### src/rtl/johnson_decoder_monitor.sv
`default_nettype none
// +--------------------------------------------------------------------------+
// | Module      : johnson_decoder_monitor                                    |
// | Description : Samples a Johnson code, decodes it to a state index,       |
// |               tracks step direction and flags illegal codes / sequence   |
// |               errors with a saturating error counter.                    |
// | Revision    : 1.0 - initial release                                      |
// +--------------------------------------------------------------------------+
module johnson_decoder_monitor #(
   parameter int WIDTH = 4
) (
   input  logic                             clk,
   input  logic                             rst_n,
   input  logic                             en,
   input  logic                             clr_err,
   input  logic [WIDTH-1:0]                 jc_in,
   output logic [$clog2(2*WIDTH)-1:0]       idx,
   output logic                             idx_valid,
   output logic                             locked,
   output logic                             dir_down,
   output logic                             step_pulse,
   output logic                             wrap_pulse,
   output logic                             illegal_pulse,
   output logic                             seq_err_pulse,
   output logic [7:0]                       err_count
);

   localparam int IDXW = $clog2(2*WIDTH);
   localparam int c_NSTATES = 2*WIDTH;
   localparam logic [IDXW-1:0] c_LAST_IDX = IDXW'(2*WIDTH-1);

   typedef enum logic [1:0] {
      S_SEARCH  = 2'd0,
      S_ACQUIRE = 2'd1,
      S_LOCKED  = 2'd2
   } state_t;

   state_t          r_state, w_state_nxt;
   logic [IDXW-1:0] r_idx, w_idx_nxt;
   logic            r_idx_valid, w_idx_valid_nxt;
   logic            r_dir_down, w_dir_down_nxt;
   logic            r_step, w_step_nxt;
   logic            r_wrap, w_wrap_nxt;
   logic            r_illegal, w_illegal_nxt;
   logic            r_seq_err, w_seq_err_nxt;
   logic [7:0]      r_err_count, w_err_count_nxt;

   logic            w_legal;
   logic [IDXW-1:0] w_dec;
   logic [IDXW-1:0] w_idx_up, w_idx_down;
   logic            w_is_hold, w_is_up, w_is_down;

   // Johnson code for index k: k LSBs set for k<=W, else (k-W) LSBs clear
   function automatic logic [WIDTH-1:0] code_of(input int k);
      logic [WIDTH-1:0] c;
      for (int b = 0; b < WIDTH; b++) begin
         c[b] = (k <= WIDTH) ? (b < k) : (b >= k - WIDTH);
      end
      return c;
   endfunction

   // Decode the incoming code by matching against every legal pattern
   always_comb begin
      w_legal = 1'b0;
      w_dec   = '0;
      for (int k = 0; k < c_NSTATES; k++) begin
         if (jc_in == code_of(k)) begin
            w_legal = 1'b1;
            w_dec   = IDXW'(k);
         end
      end
   end

   // Neighbours of the last index, with explicit modulo-2W wrap
   always_comb begin
      w_idx_up   = (r_idx == c_LAST_IDX) ? '0 : r_idx + 1'b1;
      w_idx_down = (r_idx == '0) ? c_LAST_IDX : r_idx - 1'b1;
      w_is_hold  = (w_dec == r_idx);
      w_is_up    = (w_dec == w_idx_up);
      w_is_down  = (w_dec == w_idx_down);
   end

   // Next-state, next-output and error-count logic for one enabled sample
   always_comb begin
      w_state_nxt     = r_state;
      w_idx_nxt       = r_idx;
      w_idx_valid_nxt = r_idx_valid;
      w_dir_down_nxt  = r_dir_down;
      w_step_nxt      = 1'b0;
      w_wrap_nxt      = 1'b0;
      w_illegal_nxt   = 1'b0;
      w_seq_err_nxt   = 1'b0;
      if (en) begin
         if (!w_legal) begin
            // idx keeps the last legal value; only validity drops
            w_illegal_nxt   = 1'b1;
            w_idx_valid_nxt = 1'b0;
            w_state_nxt     = S_SEARCH;
         end else begin
            w_idx_nxt       = w_dec;
            w_idx_valid_nxt = 1'b1;
            case (r_state)
               S_SEARCH: begin
                  w_state_nxt = S_ACQUIRE;
               end
               S_ACQUIRE: begin
                  if (w_is_hold) begin
                     w_state_nxt = S_ACQUIRE;
                  end else if (w_is_up) begin
                     w_dir_down_nxt = 1'b0;
                     w_state_nxt    = S_LOCKED;
                  end else if (w_is_down) begin
                     w_dir_down_nxt = 1'b1;
                     w_state_nxt    = S_LOCKED;
                  end else begin
                     w_seq_err_nxt = 1'b1;
                  end
               end
               S_LOCKED: begin
                  if (w_is_hold) begin
                     w_state_nxt = S_LOCKED;
                  end else if ((!r_dir_down && w_is_up) || (r_dir_down && w_is_down)) begin
                     w_step_nxt = 1'b1;
                     w_wrap_nxt = r_dir_down ? (r_idx == '0) : (r_idx == c_LAST_IDX);
                  end else begin
                     w_seq_err_nxt = 1'b1;
                     w_state_nxt   = S_ACQUIRE;
                  end
               end
               default: begin
                  w_state_nxt = S_SEARCH;
               end
            endcase
         end
      end

      // Clear wins over a same-cycle error; count sticks at 255
      w_err_count_nxt = r_err_count;
      if (clr_err) begin
         w_err_count_nxt = '0;
      end else if ((w_illegal_nxt || w_seq_err_nxt) && (r_err_count != 8'hFF)) begin
         w_err_count_nxt = r_err_count + 8'd1;
      end
   end

   // State and output registers
   always_ff @(posedge clk or negedge rst_n) begin
      if (!rst_n) begin
         r_state     <= S_SEARCH;
         r_idx       <= '0;
         r_idx_valid <= 1'b0;
         r_dir_down  <= 1'b0;
         r_step      <= 1'b0;
         r_wrap      <= 1'b0;
         r_illegal   <= 1'b0;
         r_seq_err   <= 1'b0;
         r_err_count <= '0;
      end else begin
         r_state     <= w_state_nxt;
         r_idx       <= w_idx_nxt;
         r_idx_valid <= w_idx_valid_nxt;
         r_dir_down  <= w_dir_down_nxt;
         r_step      <= w_step_nxt;
         r_wrap      <= w_wrap_nxt;
         r_illegal   <= w_illegal_nxt;
         r_seq_err   <= w_seq_err_nxt;
         r_err_count <= w_err_count_nxt;
      end
   end

   assign idx           = r_idx;
   assign idx_valid     = r_idx_valid;
   assign locked        = (r_state == S_LOCKED);
   assign dir_down      = r_dir_down;
   assign step_pulse    = r_step;
   assign wrap_pulse    = r_wrap;
   assign illegal_pulse = r_illegal;
   assign seq_err_pulse = r_seq_err;
   assign err_count     = r_err_count;

endmodule
`default_nettype wire
### config.mk
export PLATFORM = sky130hd
export DESIGN_NAME = johnson_decoder_monitor
export DESIGN_NICKNAME = d
export VERILOG_FILES = /design/src/rtl/johnson_decoder_monitor.sv
export SDC_FILE = /design/constraint.sdc
export NUM_CORES = 1
export LEC_CHECK = 0
export BUFFER_PORTS_ARGS = -buffer_cell sky130_fd_sc_hd__buf_2
export CORE_MARGIN = 3
export CORE_UTILIZATION = 45
export CTS_CLUSTER_SIZE = 10
export DETAILED_ROUTE_END_ITERATION = 8
export GPL_TIMING_DRIVEN = 1
export PLACE_DENSITY_LB_ADDON = 0.05
export SLEW_MARGIN = 20
export SYNTH_ARGS = -nofsm -noshare
export SYNTH_HDL_FRONTEND = slang
export SYNTH_SLANG_ARGS = --single-unit
### constraint.sdc
create_clock -name clk -period 3.26 [get_ports clk]
set_input_delay 0.326 -clock clk [delete_from_list [all_inputs] [get_ports clk]]
set_output_delay 0.326 -clock clk [all_outputs]
set_load 0.01 [all_outputs]
==> Yosys cells after proc, flatten, opt, wreduce, memory -nomap -nowiden <==
Index checks and enable logic that the tools add are counted.
{ "word_totals": {"out_inout_bits": 18, "ff_bits": 19} }
{ "classes": {"n_reduce_logical": 14, "add_sub_neg": 3, "n_eq_ne": 16, "bitwise": 1, "n_mux": 50} }
{ "ops": {"columns": ["cell", "count"], "rows": [
  ["1-bit two-way mux", 32],
  ["3-bit two-way mux", 8],
  ["4-bit equality test (second input constant)", 4],
  ["8-bit two-way mux", 2],
  ["2-bit two-way mux", 6],
  ["3-bit equality test", 3],
  ["8-bit by 1-bit adder with 8-bit output (second input constant)", 1],
  ["8-bit != test (second input constant)", 1],
  ["2-bit one-hot mux with 3 select lines", 1],
  ["5-bit != test (second input constant)", 1],
  ["5-bit AND reduction", 1],
  ["4-bit by 1-bit equality test with 1-bit output (second input constant)", 1],
  ["4-bit by 2-bit equality test with 1-bit output (second input constant)", 1],
  ["4-bit by 3-bit equality test with 1-bit output (second input constant)", 1],
  ["4-bit logical NOT", 1],
  ["4-bit != test (second input constant)", 1],
  ["2-bit nonzero test", 2],
  ["3-bit by 1-bit adder with 3-bit output (second input constant)", 1],
  ["3-bit equality test (second input constant)", 1],
  ["1-bit logical AND", 3],
  ["3-bit logical NOT", 1],
  ["3-bit AND reduction", 1],
  ["3-bit by 1-bit subtractor with 3-bit output (second input constant)", 1],
  ["2-bit by 1-bit equality test with 1-bit output (second input constant)", 1],
  ["other kinds (7)", 8]
]} }

==> Depth between registers and ports, before layout <==
{ "logic_depth": {"ltp_word": 20, "mapped_depth": 10} }

==> Worst setup path after synthesis <==
No wires, ideal clock.
{ "synth_path": {"path_type": "reg-to-reg", "start": "reg r_idx[0], in the netlist idx[0]", "end": "reg r_err_count[5], in the netlist err_count[5]", "path_buffers": 1, "arrival_time_ns": 2.702, "setup_ns": 0.128, "path_slack_ns": 0.430, "stages_incl_launch_ff": 11, "path_cell_list": "dfrtp_1 -> ha_1 -> ha_1 -> or4b_1 -> a31oi_1 -> o2111a_1 -> a31oi_4 -> a32oi_2 -> buf_6 -> o21ai_1 -> mux2_1"} }
{ "synth_between": {"elab_chain_cells": 13, "word_cells_on_any_way": 23, "classes_between": "add/sub: 2; eq/ne: 4; mux: 10; reduce/logical: 7"} }
{ "synth_lines": {"columns": ["element", "line", "text"], "rows": [
  ["start, declared", "39", "logic [IDXW-1:0] r_idx, w_idx_nxt;"],
  ["start signal, assigned", "160", "r_idx <= w_idx_nxt;"],
  ["3-bit by 1-bit adder with 3-bit output (tied with other cells)", "76", "w_idx_up = (r_idx == c_LAST_IDX) ? '0 : r_idx + 1'b1;"],
  ["3-bit two-way mux (on tied branches)", "76, 77", null],
  ["3-bit equality test (on tied branches)", "79, 80", null],
  ["1-bit logical AND", "122", "end else if ((!r_dir_down && w_is_up) || (r_dir_down && w_is_down)) begin"],
  ["1-bit logical OR", "122", null],
  ["1-bit two-way mux", "122", null],
  ["1-bit two-way mux", "120", "if (w_is_hold) begin"],
  ["1-bit one-hot mux with 2 select lines (*)", "102", "case (r_state)"],
  ["1-bit two-way mux (*)", "94", "if (!w_legal) begin"],
  ["1-bit two-way mux (*)", "93", "if (en) begin"],
  ["1-bit logical OR (*)", "141", "end else if ((w_illegal_nxt || w_seq_err_nxt) && (r_err_count != 8'hFF)) begin"],
  ["1-bit logical AND (*)", "141", null],
  ["2-bit nonzero test (no line) (*)", null, null],
  ["end signal, assigned", "167", "r_err_count <= w_err_count_nxt;"],
  ["end, declared", "46", "logic [7:0] r_err_count, w_err_count_nxt;"]
]} }
Every way passes the cells marked *; elsewhere a longest branch is shown, timed or not.
A chain may end at the register's enable or synchronous reset.

==> Final worst setup path <==
{ "layout_path": {"start": "reg r_idx[0], in the netlist idx[0]", "end": "reg r_err_count[2], in the netlist err_count[2]"} }
The elaborated chain is that of the path after synthesis.

==> results.yml <==
outcome:
  status: "finished clean"
yosys:
  postSynth.asyncResetShare: 1.00
  synth-xor-area-share: 0.0157
  synth_compound_gate_area_share: 0.220
  ys.flop_type: "dfrtp_1"
  synth_mux_area_frac: 0.0523
  syn_nets: 217
  synth.top_cells.by_area: "dfrtp_1 (28%), ha_1 (5.2%), nand3_1 (4.2%)"
  synth_simple_gate_area_frac: 0.312
  synth_top_family_by_area: "simple AND/OR/NAND/NOR gates"
  synth_top_area_share: 0.284
  count_of_flip_flops_with_a_built_in_enable_after_synthesis: 0
  count_of_unique_library_cells_instantiated_by_yosys: 55
  synth_area_per_cell_um2: 8.29
  synth-adder-area-share: 0.0523
  synth_seq_cells: 19
  postSynthCellCount: 202
  netlist_area_um2: 1680
  ys_warn_count: 0
  ys_seq_area_frac: 0.284
  synthDominantAreaCellType: "dfrtp_1"
clock_tree:
  max-clock-path-buffers: 2
  post-cts-setup-buffer-count: 0
  post_cts_resize_count: 0
  clkTransAtPathRegs_ns: 0.08
  cts_htree_levels: 1
  cts-buffers-inserted: 3
  post_cts_hold_buffer_count: 0
  ctsRootBufferMaster: "clkbuf_8"
  clock_sink_count: 19
  tritoncts: "built"
  worst_skew_pair.late_latency_ns: 0.26
hold_path:
  min-delay-path-class: "input pin to async pin"
placed_design:
  numPortBuffers: 25
  place.detailed.hpwl_mm: 3.19
  gp_congestion: 0.883
  dp.cells: 265
global_routing:
  grt_pass1_wl_mm: 7.22
  globalRouteTotalUtil: 0.209
  overflow: 0
  first_global_vias: 1502
  grt_start_max_net_pins: 21
  grt_antenna_before_repair: 0
worst_setup_path:
  worst-endpoint-arrival_ns: 3.16
  cp-end-kind: "register"
  crit_top_cell: "ha_1"
  worst-setup-path-type: "register to register"
  critical_path.max_fanout: 7
  critical_path.slowest_cell: "or4b_1"
  worst_path_largest_cell_delay_ns: 0.52
  worst_setup_path_start_kind: "register"
  critical_path.top_delay_family: "compound AO/OA/AOI/OAI gates"
  worst_path_cell_trace: "ha_1 > ha_1 > or4b_1 > a31oi_1 > o2111a_1 > a31oi_4 > a32oi_2 > buf_4 > nor2_1 > o311ai_1"
  cp_data_required_time_ns: 3.43
  worst-path-buf-inv: 1
sta:
  clock.fmax_mhz: 334
  finalSetupViolCount: 0
  finalHoldWorstSlack_ns: 0.00114
  final_min_period_over_clock_period: 0.918
  timing.clock.skew_ns: 0.00113
  timing.max_slew.rel_slack: 0.293
  layout_min_cycle_time_ns: 2.99
  finalHoldViolations: 0
  maxSlewViolCount: 0
  rsz0062_at_grt: "false"
  worst_slew_pin_slew_ns: 1.06
  totalNegativeSetupSlack_ns: 0
final_layout:
  seqCellArea_um2: 475
  multiInputGateArea_um2: 1100
  antenna-diode-count: 0
  drive_gt1_frac: 0.188
  layoutNonFillerInstCount: 269
  layout.nets: 239
  syn2layout_area_growth_pct: 11.6
  fill_cells: 357
die:
  floorplan.initialDensity: 0.483
  fp.dieH_um: 67.0
  design.core.area_um2: 3470
  number_of_top_level_design_ports: 26
  die_width_um: 67.0
  floorplan.die_area_um2: 4490
  count_of_standard_cell_rows: 21
pwr:
  vdd.ir_drop.worst_uv: 207
  total_leakage_power_nw: 0.809
  power_density_nw_per_um2: 500
route:
  final_antenna_net_count: 0
  drt-pass1-iter-count: 4
  wl_per_instance_um: 15.8
  route.final.wire_length_mm: 4.25
  avgViaCountPerCell: 6.22
  iteration_0_drc_markers: 92
  routed-via-count: 1672
  post-route-drc-count: 0
job:
  maxCapViolations: 0
[state kept, by name, summed over array words and instances (netlist names)]
signal and count:
dir_down 1, idx_valid 1, r_state 2, idx 3, illegal_pulse 1, err_count 8
step_pulse 1, seq_err_pulse 1, wrap_pulse 1
[worst paths after layout]
path | from | endpoint | slack [ns] | depth (start not counted)
hold reg to reg | idx_valid | idx_valid | 0.50 | 2
max in group asynchronous | rst_n | err_count[4] | 2.95 | 1
hold / removal | rst_n | step_pulse | 0.001 | 1
setup reg to reg | idx[0] | err_count[2] | 0.27 | 10
min in group clk | en | idx_valid | 0.43 | 3
setup / recovery | idx[0] | err_count[2] | 0.27 | 10
[cells in the final DEF (no fill, tap or decap), drive strengths merged, types with 4 or more instances in the layout]
master and n:
a21oi 4, a31oi 9, buf 28, dfrtp 19, ha 7, inv 11
mux2 6, nand2 17, nand2b 4, nand3 15, nor2 15, nor2b 8
nor3 9, o21ai 10, or3 4, or4 7
[synthesized netlist by cell type (5+ instances only)]
library cell  instances
a31oi_1               8
clkbuf_1              5
dfrtp_1              19
ha_1                  7
inv_1                11
nand2_1              17
nand3_1              14
nor2_1               15
nor2b_1               8
nor3_1                9
o21ai_0               6
or4_1                 7
[stage by stage]
step                total power (W)  setup WS, ns  utilization  instance area, um2
finish                     0.000934         0.266        0.539                1870
global route                0.00100        0.0622        0.539                1870
CTS                        0.000939         0.269        0.538                1870
detailed placement         0.000762         0.265        0.525                1820
global placement           0.000750         0.351        0.525                1820
floorplan                  0.000637         0.430            -                1680
[layer usage]
| layer | GRT usage | part of all wire |
|---|---|---|
| met1 | 0.310 | 0.48 |
| met4 | 0.0759 | 0.018 |
| met2 | 0.312 | 0.43 |
| met5 | 0 | 0 |
| met3 | 0.0185 | 0.071 |
[report_power, final]
group	total [W]	internal, W	switching, W
sequential	0.000315	0.000268	0.0000466
combinational	0.000447	0.000173	0.000274
clock	0.000172	0.0000853	0.0000871
total	0.000934	0.000527	0.000407
[cell type report]
| class | count | area share |
|---|---|---|
| sequential | 19 | 0.254 |
| clock inverter | 1 | 0.00268 |
| tap | 46 | 0.0308 |
| inverter | 12 | 0.0241 |
| timing repair buffer | 28 | 0.0790 |
| multi-input combinational | 160 | 0.587 |
| clock buffer | 3 | 0.0221 |
[worst register-to-register path, cell delays in order (launching register included)]
cell      delay [ns]
dfrtp_1         0.47
ha_1            0.24
ha_1            0.31
or4b_1          0.52
a31oi_1         0.23
o2111a_1        0.27
a31oi_4         0.05
a32oi_2         0.31
buf_4           0.21
nor2_1          0.05
o311ai_1        0.25
[cells by family (layout without fill, tap and decap cells)]
group | after synthesis | after routing
AND/OR/NAND/NOR | 94 | 94
flip-flops | 19 | 19
AO/OA/AOI/OAI | 48 | 48
buffers and inverters | 23 | 44
multiplexers | 8 | 8
adder cells (fa/ha/maj) | 7 | 7
XOR/XNOR | 3 | 3
(Power assumes the default switching activity.)
